**config.mk**
```make
export PLATFORM = sky130hd
export DESIGN_NAME = pipeline_hazard_ctrl
export DESIGN_NICKNAME = d
export VERILOG_FILES = /design/src/rtl/hazard_pkg.sv /design/src/rtl/md_busy_tracker.sv /design/src/rtl/pipeline_hazard_ctrl.sv
export SDC_FILE = /design/constraint.sdc
export NUM_CORES = 1
export LEC_CHECK = 0
export BUFFER_PORTS_ARGS = -buffer_cell sky130_fd_sc_hd__buf_4
export CAP_MARGIN = 5
export CORE_ASPECT_RATIO = 0.75
export CORE_MARGIN = 1.5
export CORE_UTILIZATION = 50
export CTS_BUF_LIST = sky130_fd_sc_hd__clkbuf_16
export DETAILED_ROUTE_END_ITERATION = 8
export HOLD_SLACK_MARGIN = 0.05
export PLACE_DENSITY = 0.84
export REMOVE_ABC_BUFFERS = 1
export SLEW_MARGIN = 40
export SYNTH_ARGS = -nofsm -noshare
export SYNTH_HDL_FRONTEND = slang
export SYNTH_HIERARCHICAL = 1
export SYNTH_SLANG_ARGS = --single-unit
```
**constraint.sdc**
```tcl
create_clock -name clk -period 4.65 [get_ports clk]
set_input_delay 0.93 -clock clk [delete_from_list [all_inputs] [get_ports clk]]
set_output_delay 0.93 -clock clk [all_outputs]
set_load 0.02 [all_outputs]
```
**src/rtl/hazard_pkg.sv**
```systemverilog
// Shared encodings for the pipeline hazard controller: forwarding selects,
// mult/div FSM states and the default mult/div latency.
package hazard_pkg;

    localparam logic [1:0] FWD_RF  = 2'b00;
    localparam logic [1:0] FWD_EX  = 2'b01;
    localparam logic [1:0] FWD_MEM = 2'b10;
    localparam logic [1:0] FWD_WB  = 2'b11;

    localparam int unsigned MD_CYCLES_DEFAULT = 4;

    typedef enum logic {
        RUN     = 1'b0,
        MD_BUSY = 1'b1
    } md_state_t;

    // Youngest matching producer wins; r0 is hardwired and never forwarded.
    function automatic logic [1:0] fwd_select(
        input logic [4:0] src,
        input logic       ex_fwd,
        input logic [4:0] ex_dst,
        input logic       mem_wr,
        input logic [4:0] mem_dst,
        input logic       wb_wr,
        input logic [4:0] wb_dst
    );
        logic [1:0] sel;
        sel = FWD_RF;
        if (src != 5'd0) begin
            if (ex_fwd && ex_dst == src)
                sel = FWD_EX;
            else if (mem_wr && mem_dst == src)
                sel = FWD_MEM;
            else if (wb_wr && wb_dst == src)
                sel = FWD_WB;
        end
        return sel;
    endfunction

endpackage

```
**src/rtl/md_busy_tracker.sv**
```systemverilog
// Occupancy tracker for the multi-cycle HI/LO unit: RUN/MD_BUSY FSM with a
// down-counter so md_busy stays high for exactly MD_CYCLES cycles per issue.
module md_busy_tracker
    import hazard_pkg::*;
#(
    parameter int unsigned MD_CYCLES = hazard_pkg::MD_CYCLES_DEFAULT
) (
    input  logic clk,
    input  logic reset,
    input  logic issue,
    output logic md_busy
);

    localparam logic [3:0] MD_LOAD = 4'(MD_CYCLES - 1);

    md_state_t  state, state_next;
    logic [3:0] cnt, cnt_next;

    always_ff @(posedge clk or posedge reset) begin
        if (reset) begin
            state <= RUN;
            cnt   <= '0;
        end else begin
            state <= state_next;
            cnt   <= cnt_next;
        end
    end

    always_comb begin
        state_next = state;
        cnt_next   = cnt;
        unique case (state)
            RUN: begin
                if (issue) begin
                    state_next = MD_BUSY;
                    cnt_next   = MD_LOAD;
                end
            end
            MD_BUSY: begin
                if (cnt == 4'd0)
                    state_next = RUN;
                else
                    cnt_next = cnt - 4'd1;
            end
            default: state_next = RUN;
        endcase
    end

    assign md_busy = (state == MD_BUSY);

endmodule

```
**src/rtl/pipeline_hazard_ctrl.sv**
```systemverilog
// Hazard detection, operand forwarding and stall accounting for the 5-stage
// MIPS pipeline; mult/div occupancy is delegated to md_busy_tracker.
module pipeline_hazard_ctrl #(
    parameter int unsigned MD_CYCLES   = hazard_pkg::MD_CYCLES_DEFAULT,
    parameter int unsigned STALL_CNT_W = 16
) (
    input  logic                   clk,
    input  logic                   reset,
    input  logic [4:0]             ID_rs,
    input  logic [4:0]             ID_rt,
    input  logic                   ID_uses_rs,
    input  logic                   ID_uses_rt,
    input  logic                   ID_md_start,
    input  logic                   ID_hilo_read,
    input  logic                   ID_branch_taken,
    input  logic [4:0]             WriteDestination_EX,
    input  logic                   EX_regwrite,
    input  logic                   EX_load,
    input  logic [4:0]             WriteDestination_MEM,
    input  logic                   MEM_regwrite,
    input  logic [4:0]             WriteDestination_WB,
    input  logic                   WB_regwrite,
    output logic                   PC_LE,
    output logic                   IFID_LE,
    output logic                   IFID_flush,
    output logic                   IDEX_nop,
    output logic [1:0]             fwd_rs_sel,
    output logic [1:0]             fwd_rt_sel,
    output logic                   md_busy,
    output logic [STALL_CNT_W-1:0] stall_cycles
);

    import hazard_pkg::*;

    logic ex_hit;
    logic load_stall;
    logic md_stall;
    logic stall;
    logic md_issue;
    logic ex_fwd;

    always_comb begin
        ex_hit = EX_regwrite && (WriteDestination_EX != 5'd0) &&
                 ((ID_uses_rs && ID_rs == WriteDestination_EX) ||
                  (ID_uses_rt && ID_rt == WriteDestination_EX));
        load_stall = ex_hit && EX_load;
        md_stall   = md_busy && (ID_md_start || ID_hilo_read);
        stall      = load_stall || md_stall;
        md_issue   = ID_md_start && !stall;
        ex_fwd     = EX_regwrite && !EX_load;
    end

    md_busy_tracker #(
        .MD_CYCLES(MD_CYCLES)
    ) u_md_busy_tracker (
        .clk     (clk),
        .reset   (reset),
        .issue   (md_issue),
        .md_busy (md_busy)
    );

    // Reset holds the pipeline frozen with a bubble in ID/EX; a stall freezes
    // PC and IF/ID and suppresses any branch flush since operands are stale.
    always_comb begin
        PC_LE      = 1'b0;
        IFID_LE    = 1'b0;
        IFID_flush = 1'b0;
        IDEX_nop   = 1'b1;
        fwd_rs_sel = FWD_RF;
        fwd_rt_sel = FWD_RF;
        if (!reset) begin
            if (!stall) begin
                PC_LE      = 1'b1;
                IFID_LE    = 1'b1;
                IDEX_nop   = 1'b0;
                IFID_flush = ID_branch_taken;
            end
            if (!load_stall) begin
                fwd_rs_sel = fwd_select(ID_rs, ex_fwd, WriteDestination_EX,
                                        MEM_regwrite, WriteDestination_MEM,
                                        WB_regwrite, WriteDestination_WB);
                fwd_rt_sel = fwd_select(ID_rt, ex_fwd, WriteDestination_EX,
                                        MEM_regwrite, WriteDestination_MEM,
                                        WB_regwrite, WriteDestination_WB);
            end
        end
    end

    always_ff @(posedge clk or posedge reset) begin
        if (reset)
            stall_cycles <= '0;
        else if (!PC_LE && stall_cycles != '1)
            stall_cycles <= stall_cycles + STALL_CNT_W'(1);
    end

endmodule

```
Yosys cells after proc, flatten, opt, wreduce, memory -nomap -nowiden

Index checks and enable logic that the tools add are counted.

Word-level logic and storage cells: 67
Flip-flop bits (word level): 21
Output and inout port bits: 25
Bits of input ports: 36

Bitwise logic cells: 1
Multiplexer cells: 24
Reductions and logical operators: 26
Equal/unequal tests: 11
Add/sub/neg operators: 2

Operators by type and width:

| kind                                              | number |
|---|---|
| equality test 5 bit                               | 8 |
| two-way mux 2 bit                                 | 12 |
| adder 16 x 1 -> 16 bit (second input constant)    | 1 |
| inequality test 16 bit (second input constant)    | 1 |
| logical AND 1 bit                                 | 15 |
| nonzero test 5 bit                                | 3 |
| two-way mux 1 bit                                 | 8 |
| two-way mux 4 bit                                 | 2 |
| one-hot mux 4 bit (2 select lines)                | 1 |
| zero test 4 bit                                   | 1 |
| inequality test 2 bit (second input constant)     | 2 |
| subtractor 4 x 1 -> 4 bit (second input constant) | 1 |
| zero test 1 bit                                   | 3 |
| logical OR 1 bit                                  | 3 |
| one-hot mux 1 bit (2 select lines)                | 1 |
| AND reduction 2 bit                               | 1 |
| NOT 1 bit                                         | 1 |

Logic depth before layout (Yosys ltp)

Gate-level depths: netlist of run 1.

Depth after elaboration: 10
Mapped depth: 8
Depth with buffers taken out: 8

Modules after synthesis

Netlist of run 1, hierarchy kept.

By module, submodules not included:

| module               | times used | seq. area each (um^2) | cells an instance | area each (um^2) |
|---|---|---|---|---|
| pipeline_hazard_ctrl | 1          | 400.4                 | 138               | 1265.0 |
| md_busy_tracker      | 1          | 125.1                 | 24                | 256.5 |

Worst setup path before layout of run 1

No wires, ideal clock.

Kind: input port to output port
From: in WriteDestination_EX[0]
To: out fwd_rs_sel[0]
Path buffers: 0
Required time: 3.720 ns
Slack: 1.177 ns
Arrival: 2.543 ns
Cell stages on the path: 4
Cells stage by stage: or3_1 -> o311a_1 -> and2_2 -> nor4_1

Word-level cells in the longest chain between the ends: 7
Elaborated cells between the ends (all ways): 15
Classes of those cells: eq/ne: 3; mux: 4; reduce/logical: 8

Ends and longest elaborated chain:

| element                                       | line                                                                     | text |
|---|---|---|
| start, declared                               | pipeline_hazard_ctrl.sv:16                                               | `input logic [4:0] WriteDestination_EX,` |
| equality test 5 bit, on equally long branches | hazard_pkg.sv:30, pipeline_hazard_ctrl.sv:44, pipeline_hazard_ctrl.sv:45 |  |
| logical AND 1 bit, on equally long branches   | pipeline_hazard_ctrl.sv:44, pipeline_hazard_ctrl.sv:45                   |  |
| logical OR 1 bit                              | pipeline_hazard_ctrl.sv:44                                               | `((ID_uses_rs && ID_rs == WriteDestination_EX) \|\|` |
| logical AND 1 bit                             | pipeline_hazard_ctrl.sv:43                                               | `ex_hit = EX_regwrite && (WriteDestination_EX != 5'd0) &&` |
| logical AND 1 bit                             | pipeline_hazard_ctrl.sv:46                                               | `load_stall = ex_hit && EX_load;` |
| two-way mux 2 bit (*)                         | pipeline_hazard_ctrl.sv:78                                               | `if (!load_stall) begin` |
| two-way mux 2 bit (*)                         | pipeline_hazard_ctrl.sv:71                                               | `if (!reset) begin` |
| end, declared                                 | pipeline_hazard_ctrl.sv:27                                               | `output logic [1:0] fwd_rs_sel,` |

Mark *: on every way between the ends. The rest lies on a longest branch, timed or not.

Final worst setup path of run 1

From: in WriteDestination_EX[0]
To: out fwd_rs_sel[1]

The elaborated chain is that of the path after synthesis.

==> impl_metrics.py, run 1 <==
metrics = {
    "worst_setup_path": {
        "critical_path_class": "input port to output port",
        "critical_path_required_ns": 3.72,
        "crit_path_max_incr_delay_ns": 0.37,
        "cp.arrival_ns": 2.55,
        "crit_top_cell": "buf_4",
        "path_max_fanout": 4,
        "startpoint": "WriteDestination_EX[0]",
        "critPathCaptureType": "output port",
        "cp-start-kind": "input port",
        "path_cells": "buf_4 > or3_1 > o311a_1 > and2_2 > nor3_1 > nor3b_1 > buf_4",
        "r2r_start": "stall_cycles[7]$_DFFE_PP0P_",
        "slowest_stage": "or3_1",
    },
    "global_route": {
        "use_met1": 0.388,
        "track_usage": 0.257,
        "grt_pass1_vias": 1332,
        "met3_usage": 0.0561,
        "grt_max_degree": 18,
        "use_met2": 0.378,
        "antenna_found_initial": 0,
        "grt_pass1_wl_mm": 6.43,
        "grt_most_used_layer": "met1",
        "overflow": 0,
    },
    "timing": {
        "maxSlewHeadroom": 0.694,
        "report.final.slew_viol_count": 0,
        "finalSetupViolCount": 0,
        "period_minus_slack_ns": 3.48,
        "tns_ns": 0,
        "finalClockSkew_ns": 0.00385,
        "fin_crit_sh": 0.748,
        "hold_violations": 0,
        "tightest_slew_ns": 0.453,
        "rsz0062_at_grt": "no",
        "fmax_mhz": 288,
    },
    "routing": {
        "vias_per_cell": 5.50,
        "first_iter_violations": 110,
        "wl_per_cell_um": 15.3,
        "first_pass_iters": 4,
        "vias": 1447,
        "ant_nets": 0,
        "routed_wl_mm": 4.02,
        "drc": 0,
    },
    "layout": {
        "seqCellArea_um2": 526,
        "num_antenna_cells": 0,
        "final_common_cell": "buf_4",
        "final_area_mm2": 0.00209,
        "area_delta_synth_final_pct": 37.3,
        "layout.nets": 264,
        "multi_input_area_um2": 955,
        "fillCellCount": 237,
        "final_cell_mix": "buf_4 (61), xor2_1 (23), xnor2_1 (22)",
        "drive_above_1_share": 0.311,
        "final-instance-count-excl-fill": 263,
        "fin_util": 0.717,
    },
    "clock_network": {
        "ctsHoldBuffers": 0,
        "clkTransAtPathRegs_ns": 0.06,
        "htreeDepth": 1,
        "cts.sinks": 21,
        "clk_latency_ns": 0.25,
        "cts_tree": "built",
        "clockRootBuffer": "clkbuf_16",
        "post_cts_resized": 0,
        "numCtsBuffers": 3,
        "cts.path.max_buffers": 2,
        "cts_setup_buffers": 0,
    },
    "die": {
        "dieArea_mm2": 0.00339,
        "ios": 61,
        "fp.dieW_um": 66.7,
        "std_cell_rows": 17,
        "start_util": 0.522,
        "core_mm2": 0.00291,
        "die_h_um": 50.8,
    },
    "run": {
        "drv_cap": 0,
    },
    "hold_path": {
        "min_path_type": "flip-flop to flip-flop",
        "worstHoldStart": "stall_cycles[15]$_DFFE_PP0P_",
    },
    "yosys": {
        "syn_area_per_cell_um2": 9.39,
        "synth_area_mm2": 0.00152,
        "ys_warn_count": 6,
        "synth-seq-cells": 21,
        "synth_cell_types": 38,
        "ys_seq_area_frac": 0.345,
        "synthCells": 162,
    },
    "pwr": {
        "peakVddDrop_mv": 0.401,
        "power.total_uw": 842,
        "p_per_area_mw_per_mm2": 403,
        "power.leakage_nw": 0.956,
    },
    "placement": {
        "gp_congestion": 0.873,
        "io_buffer_count": 60,
        "dpl_cell_area_mm2": 0.00201,
        "dp_cells": 259,
        "hpwl_mm": 3.27,
    },
    "run_status": {
        "outcome": "completed",
    },
}
==> logic make-up (layout without fill, tap and decap cells) <==
group                      after synthesis  count (layout)  share of synthesized area
buffers and inverters                    8              71                     0.0271
DFF                                     21              21                      0.345
adders and majority gates                2               2                     0.0164
xor gates and xnor gates                45              45                      0.259
and+or+nand+nor                         67              67                      0.255
muxes                                    2               2                     0.0173
AOI/OAI and AO/OA                       17              17                     0.0798
==> sequential cells by signal, summed over array words and instances, names as in the netlist <==
signal / flops
stall_cycles: 16
u_md_busy_tracker/cnt: 4
u_md_busy_tracker/md_busy: 1
==> final timing paths <==
path | to | slack (ns) | depth (start not counted)
worst min register to register | stall_cycles[15]$_DFFE_PP0P_ | 0.49 | 1
min in group asynchronous | u_md_busy_tracker/cnt[3]$_DFFE_PP0P_ | 0.60 | 2
worst min-delay path | stall_cycles[15]$_DFFE_PP0P_ | 0.49 | 1
max in group asynchronous | stall_cycles[0]$_DFFE_PP0P_ | 3.73 | 3
worst max register to register | stall_cycles[1]$_DFFE_PP0P_ | 2.73 | 5
worst max-delay path | fwd_rs_sel[1] | 1.17 | 7
==> metrics by stage <==
stage | setup slack, ns | hold WS, ns
after floorplan | 1.18 | 0.487
after CTS | 1.19 | 0.493
after global placement | 1.19 | 0.483
after detailed placement | 1.19 | 0.483
final | 1.17 | 0.485
after global routing | 1.09 | 0.521
==> where the power goes <==
group / internal [mW] / switching [mW]
clock network: 0.115 / 0.0622
registers: 0.236 / 0.0656
logic: 0.180 / 0.183
total: 0.531 / 0.310
==> per-layer routing <==
| metal | vias to the layer above | part of all wire | routed length [um] |
|---|---|---|---|
| met5 | - | 0 | 0 |
| met4 | 0 | 0.0077 | 31 |
| met3 | 4 | 0.063 | 255 |
| met2 | 44 | 0.45 | 1810 |
| met1 | 698 | 0.48 | 1920 |
| li1 | 701 | - | - |
==> cell type report <==
type / instances / area share
tap: 38 / 0.0228
clock inverter: 1 / 0.00240
timing repair buffer: 61 / 0.219
clock buffer: 3 / 0.0359
sequential: 21 / 0.252
inverter: 6 / 0.0108
multi-input combinational: 133 / 0.457
==> critical path: cells and delay by family <==
family,cells,cell delay (ns)
buffers and inverters,2,0.30
AO/OA/AOI/OAI,1,0.34
AND/OR/NAND/NOR,4,0.97
==> synthesized netlist by cell type (all sizes together) <==
| library cell | count | area [um^2] |
|---|---|---|
| and3 | 4 | 25.0 |
| nor2 | 6 | 22.5 |
| and4 | 2 | 17.5 |
| buf | 2 | 18.8 |
| o22ai | 1 | 6.26 |
| xor2 | 23 | 201 |
| nand2b | 1 | 6.26 |
| nor4bb | 1 | 10.0 |
| o21a | 4 | 30.0 |
| inv | 6 | 22.5 |
| o311a | 1 | 10.0 |
| mux2 | 2 | 26.3 |
| nand4 | 4 | 25.0 |
| or4 | 2 | 15.0 |
| nor3b | 4 | 35.0 |
| and2 | 4 | 26.3 |
| ha | 2 | 25.0 |
| nor4 | 7 | 43.8 |
| nor4b | 1 | 8.76 |
| nor3 | 5 | 25.0 |
| o32a | 1 | 10.0 |
| nand3 | 8 | 40.0 |
| or3 | 1 | 6.26 |
| o2111ai | 1 | 8.76 |
| a21oi | 5 | 32.5 |
| nand3b | 2 | 15.0 |
| o21ai | 3 | 15.0 |
| nand4b | 1 | 8.76 |
| xnor2 | 22 | 193 |
| nand2 | 12 | 45.0 |
| nor2b | 2 | 12.5 |
| a22o | 1 | 8.76 |
| dfrtp | 21 | 526 |
Power figures use the tool's default switching activity.
==> run 2: changes to the inputs <==
CORE_UTILIZATION = 48   (was 50)
PLACE_DENSITY = 0.81   (was 0.84)
clock period = 3.6 ns   (was 4.65 ns; I/O delays follow)
==> impl_metrics.py, run 2 (synthesized netlist as in run 1, its figures left out) <==
metrics = {
    "placement": {
        "hpwl_mm": 3.42,
        "dp_cells": 259,
        "gp_congestion": 0.955,
        "pre_cts_ws_ns": 0.558,
        "io_buffer_count": 60,
    },
    "pwr": {
        "peakVddDrop_mv": 0.505,
        "power.leakage_nw": 0.957,
        "p_per_area_mw_per_mm2": 524,
    },
    "timing": {
        "fin_crit_sh": 0.855,
        "finalSetupViolCount": 0,
        "rsz0062_at_grt": "no",
        "fmax_mhz": 325,
        "hold_violations": 0,
        "maxSlewHeadroom": 0.700,
        "tns_ns": 0,
        "period_minus_slack_ns": 3.08,
        "finalClockSkew_ns": 0.000763,
        "tightest_slew_ns": 0.444,
        "report.final.slew_viol_count": 0,
        "setup_ws_ns": 0.523,
    },
    "layout": {
        "top_register": "stall_cycles",
        "seqCellArea_um2": 526,
        "num_antenna_cells": 0,
        "largest_register_ffs": 16,
        "area_delta_synth_final_pct": 37.2,
        "drive_above_1_share": 0.307,
        "final_cell_mix": "buf_4 (61), xor2_1 (23), xnor2_1 (22)",
        "multi_input_area_um2": 955,
        "final-instance-count-excl-fill": 263,
        "final_common_cell": "buf_4",
        "layout.nets": 264,
        "fillCellCount": 229,
    },
    "die": {
        "start_util": 0.511,
        "std_cell_rows": 17,
        "core_mm2": 0.00298,
        "ios": 61,
        "dieArea_mm2": 0.00352,
        "die_h_um": 51.8,
        "fp.dieW_um": 68.0,
    },
    "worst_setup_path": {
        "critical_path_class": "input port to output port",
        "critPathCaptureType": "output port",
        "cp.arrival_ns": 2.36,
        "path_max_fanout": 4,
        "critical_path_required_ns": 2.88,
        "cp-start-kind": "input port",
    },
    "clock_network": {
        "post_cts_resized": 0,
        "clockRootBuffer": "clkbuf_16",
        "cts_tree": "built",
        "htreeDepth": 1,
        "cts.path.max_buffers": 2,
        "cts.sinks": 21,
        "cts_setup_buffers": 0,
        "clkTransAtPathRegs_ns": 0.05,
        "numCtsBuffers": 3,
        "clk_latency_ns": 0.25,
        "ctsHoldBuffers": 0,
    },
    "routing": {
        "wl_per_cell_um": 15.9,
        "vias": 1468,
        "first_iter_violations": 80,
        "ant_nets": 0,
        "routed_wl_mm": 4.18,
        "drc": 0,
        "first_pass_iters": 4,
        "vias_per_cell": 5.58,
    },
    "run": {
        "drv_cap": 0,
    },
    "global_route": {
        "track_usage": 0.259,
        "grt_max_degree": 18,
        "grt_pass1_wl_mm": 6.67,
        "antenna_found_initial": 0,
        "grt_pass1_vias": 1427,
        "overflow": 0,
    },
    "hold_path": {
        "min_path_type": "input port to asynchronous set/reset pin",
    },
    "run_status": {
        "outcome": "completed",
    },
}
-- run 2: final cells by class --
cell class,count,area share
sequential,21,0.252
multi-input combinational,133,0.457
clock inverter,1,0.00180
clock buffer,3,0.0360
tap,38,0.0228
timing repair buffer,61,0.219
inverter,6,0.0108
-- run 2: routing by layer --
layer	up-vias	track usage	share of wire
met1	719	0.357	0.45
met5	-	0	0
li1	700	-	-
met2	45	0.416	0.48
met4	0	0.0600	0.0081
met3	4	0.0563	0.062
-- run 2: path summary, 6_finish.rpt --
check | from | to | slack (ns) | depth (start not counted)
setup / recovery | WriteDestination_EX[0] | fwd_rs_sel[1] | 0.52 | 7
hold / removal | reset | u_md_busy_tracker/cnt[3]$_DFFE_PP0P_ | 0.40 | 2
setup reg to reg | stall_cycles[7]$_DFFE_PP0P_ | stall_cycles[1]$_DFFE_PP0P_ | 1.76 | 5
hold reg to reg | stall_cycles[15]$_DFFE_PP0P_ | stall_cycles[15]$_DFFE_PP0P_ | 0.50 | 1
max in group asynchronous | reset | stall_cycles[3]$_DFFE_PP0P_ | 2.89 | 3
min in group clk | stall_cycles[15]$_DFFE_PP0P_ | stall_cycles[15]$_DFFE_PP0P_ | 0.50 | 1
-- run 2: worst max-delay path, stage by stage --
cell and delay (ns):
buf_4 0.13, or3_1 0.37, o311a_1 0.34, and2_2 0.23, nor3_1 0.16, nor3b_1 0.23, buf_4 0.18
-- run 2: metrics by stage --
stage | area (um^2) | utilization | power [mW] | hold WS [ns]
after CTS | 2090 | 0.701 | 1.10 | 0.400
after floorplan | 1500 | - | 0.674 | 0.487
after global routing | 2090 | 0.701 | 1.16 | 0.410
after detailed placement | 2010 | 0.674 | 0.866 | 0.491
final | 2090 | 0.701 | 1.09 | 0.398
after global placement | 2010 | 0.674 | 0.840 | 0.478
-- run 2: report_power, final --
part / switching [mW] / internal, mW / leakage [nW] / total (mW)
logic: 0.242 / 0.233 / 0.659 / 0.474
clock network: 0.0808 / 0.148 / 0.0423 / 0.229
registers: 0.0869 / 0.305 / 0.256 / 0.392
total: 0.409 / 0.685 / 0.957 / 1.09
==> run 3: changes to the inputs <==
CORE_UTILIZATION = 44   (was 48)
PLACE_DENSITY = 0.78   (was 0.81)
SYNTH_HIERARCHICAL = unset   (was 1)
clock period = 2.7 ns   (was 3.6 ns; I/O delays follow)
==> impl_metrics.py, run 3 <==
metrics = {
    "yosys": {
        "synth_area_mm2": 0.00154,
        "synth_cell_types": 35,
        "synthTopCellsByArea": "dfrtp_1 (34%), xor2_1 (18%), xnor2_1 (8.5%)",
        "ys_seq_area_frac": 0.341,
        "synth_top_area_share": 0.341,
        "synth_common_cells": "xor2_1 (32), dfrtp_1 (21), xnor2_1 (15)",
        "synthCells": 164,
        "synth_area_leader_cell": "dfrtp_1",
        "synth.most_common_cell": "xor2_1",
        "async_flop_share": 1.00,
        "syn_area_per_cell_um2": 9.41,
        "synth_ff_type": "dfrtp_1",
        "ys_warn_count": 0,
        "synth-seq-cells": 21,
        "synth-edff-count": 0,
    },
    "timing": {
        "period_minus_slack_ns": 2.62,
        "maxSlewHeadroom": 0.651,
        "tns_ns": 0,
        "fmax_mhz": 382,
        "fin_crit_sh": 0.971,
        "hold_violations": 0,
        "finalClockSkew_ns": 0.00514,
        "tightest_slew_ns": 0.522,
        "finalSetupViolCount": 0,
        "whs_ns": 0.364,
        "report.final.slew_viol_count": 0,
        "rsz0062_at_grt": "no",
    },
    "placement": {
        "hpwl_mm": 3.24,
        "io_buffer_count": 60,
        "gp_congestion": 0.924,
        "dpl_cell_area_mm2": 0.00203,
    },
    "global_route": {
        "overflow": 0,
        "grt_pass1_vias": 1261,
        "antenna_found_initial": 0,
        "track_usage": 0.217,
        "grt_pass1_wl_mm": 6.40,
        "grt_max_degree": 22,
        "grt_most_used_layer": "met2",
        "use_met2": 0.338,
        "met3_usage": 0.0387,
        "use_met1": 0.327,
    },
    "routing": {
        "vias_per_cell": 5.29,
        "routed_wl_mm": 4.11,
        "drc": 0,
        "first_iter_violations": 106,
        "first_pass_iters": 4,
        "ant_nets": 0,
        "vias": 1406,
        "wl_per_cell_um": 15.4,
    },
    "clock_network": {
        "numCtsBuffers": 3,
        "cts_tree": "built",
        "ctsHoldBuffers": 0,
        "cts.path.max_buffers": 2,
        "clk_latency_ns": 0.25,
        "clkTransAtPathRegs_ns": 0.06,
        "clockRootBuffer": "clkbuf_16",
        "cts.sinks": 21,
        "htreeDepth": 1,
    },
    "run_status": {
        "outcome": "completed",
    },
    "worst_setup_path": {
        "r2r-end": "stall_cycles[1]$_DFFE_PP0P_",
        "path_buf_inv": 2,
        "cp-start-kind": "input port",
        "cp.arrival_ns": 2.08,
        "critPathCaptureType": "output port",
        "rr_worst_depth": 6,
        "crit_path_max_incr_delay_ns": 0.41,
        "crit_family": "compound AO/OA/AOI/OAI gates",
        "r2r_slack_ns": 0.47,
        "path_cells": "buf_4 > or3_1 > o311a_4 > a21oi_2 > o21ai_1 > nor3b_2 > buf_4",
        "slowest_stage": "or3_1",
        "r2r_start": "stall_cycles[3]$_DFFE_PP0P_",
        "crit_top_cell": "buf_4",
        "critical_path_class": "input port to output port",
        "critical_path_required_ns": 2.16,
        "path_max_fanout": 3,
    },
    "layout": {
        "final_common_cell": "buf_4",
        "num_antenna_cells": 0,
        "largest_register_ffs": 16,
        "final_area_mm2": 0.00212,
        "final_cell_mix": "buf_4 (63), xor2_1 (32), dfrtp_1 (21)",
        "layout.nets": 265,
        "area_delta_synth_final_pct": 37.4,
        "drive_above_1_share": 0.341,
        "fin_util": 0.640,
        "top_register": "stall_cycles",
    },
    "die": {
        "dieArea_mm2": 0.00387,
        "die_h_um": 54.3,
        "ios": 61,
        "start_util": 0.466,
        "std_cell_rows": 18,
        "fp.dieW_um": 71.4,
        "core_mm2": 0.00331,
    },
    "pwr": {
        "power.leakage_nw": 0.988,
        "p_per_area_mw_per_mm2": 787,
        "peakVddDrop_mv": 0.528,
    },
    "run": {
        "drv_cap": 0,
    },
    "hold_path": {
        "min_path_type": "input port to asynchronous set/reset pin",
    },
}
==> run 3: cell count changes in the layout (fill, tap and decap cells not counted), sizes merged, moves of 4 or more <==
cell   before  now
xor2       23   32
nor2        6    2
o21a        4    0
nor3        5   11
xnor2      22   15
nand3       8   15
==> run 3: tightest hold or removal path: stages <==
cell and delay [ns]:
buf_4 0.11, inv_1 0.06, buf_4 0.29
==> run 3: power by group <==
group | internal (mW) | leakage (nW) | switching [mW] | total (mW)
logic | 0.361 | 0.701 | 0.419 | 0.779
clock network | 0.199 | 0.0409 | 0.111 | 0.310
registers | 0.441 | 0.247 | 0.139 | 0.580
==> run 3: worst max-delay path by stage <==
stage,startpoint,to,slack [ns],cells past startpoint
6_report,WriteDestination_EX[0],fwd_rs_sel[1],0.08,7
5_1_grt,WriteDestination_EX[0],fwd_rs_sel[1],0.0001,7
4_1_cts,WriteDestination_EX[0],fwd_rs_sel[1],0.05,7
3_5_place_dp,WriteDestination_EX[0],fwd_rs_sel[1],-0.01,7
3_3_place_gp,WriteDestination_EX[0],fwd_rt_sel[1],0.05,7
2_1_floorplan,WriteDestination_EX[0],IFID_flush,0.08,4
==> run 3: layout make-up <==
class	instances	area (um^2)
Clock buffer	3	75.1
Clock inverter	1	5.00
Fill cell	285	1190
Inverter	4	15.0
Multi-Input combinational cell	134	976
Sequential cell	21	526
Tap cell	40	50.0
Timing Repair Buffer	63	473
==> run 3: what timing repair did <==
| item | in CTS | in global routing |
|---|---|---|
| buffers inserted | 0 | 0 |
| gates resized for setup | 1 | 3 |
| setup endpoints to repair | 1 | 2 |
| pin swaps | 0 | 1 |
==> run 3: kinds of logic after synthesis <==
family / count (synthesis) / share of synthesized area
fa+ha+maj: 2 / 0.0162
mux: 1 / 0.00973
xor+xnor: 47 / 0.267
flops: 21 / 0.341
buf+inv: 9 / 0.0324
compound gates: 11 / 0.0584
simple gates: 73 / 0.276
==> run 3: through the flow <==
| stage | worst slack [ns] | instances | power (mW) |
|---|---|---|---|
| final | 0.0795 | 266 | 1.67 |
| after floorplan | 0.0767 | 159 | 1.03 |
| after global routing | 0.000139 | 266 | 1.78 |
| after detailed placement | -0.0145 | 262 | 1.35 |
| after CTS | 0.0512 | 266 | 1.68 |
| after global placement | 0.0501 | 262 | 1.33 |
==> run 3: per-layer routing <==
layer  up-vias  part of all wire
met5         -                 0
met4         0                 0
met3         0             0.048
met2        36              0.47
met1       672              0.49
li1        698                 -
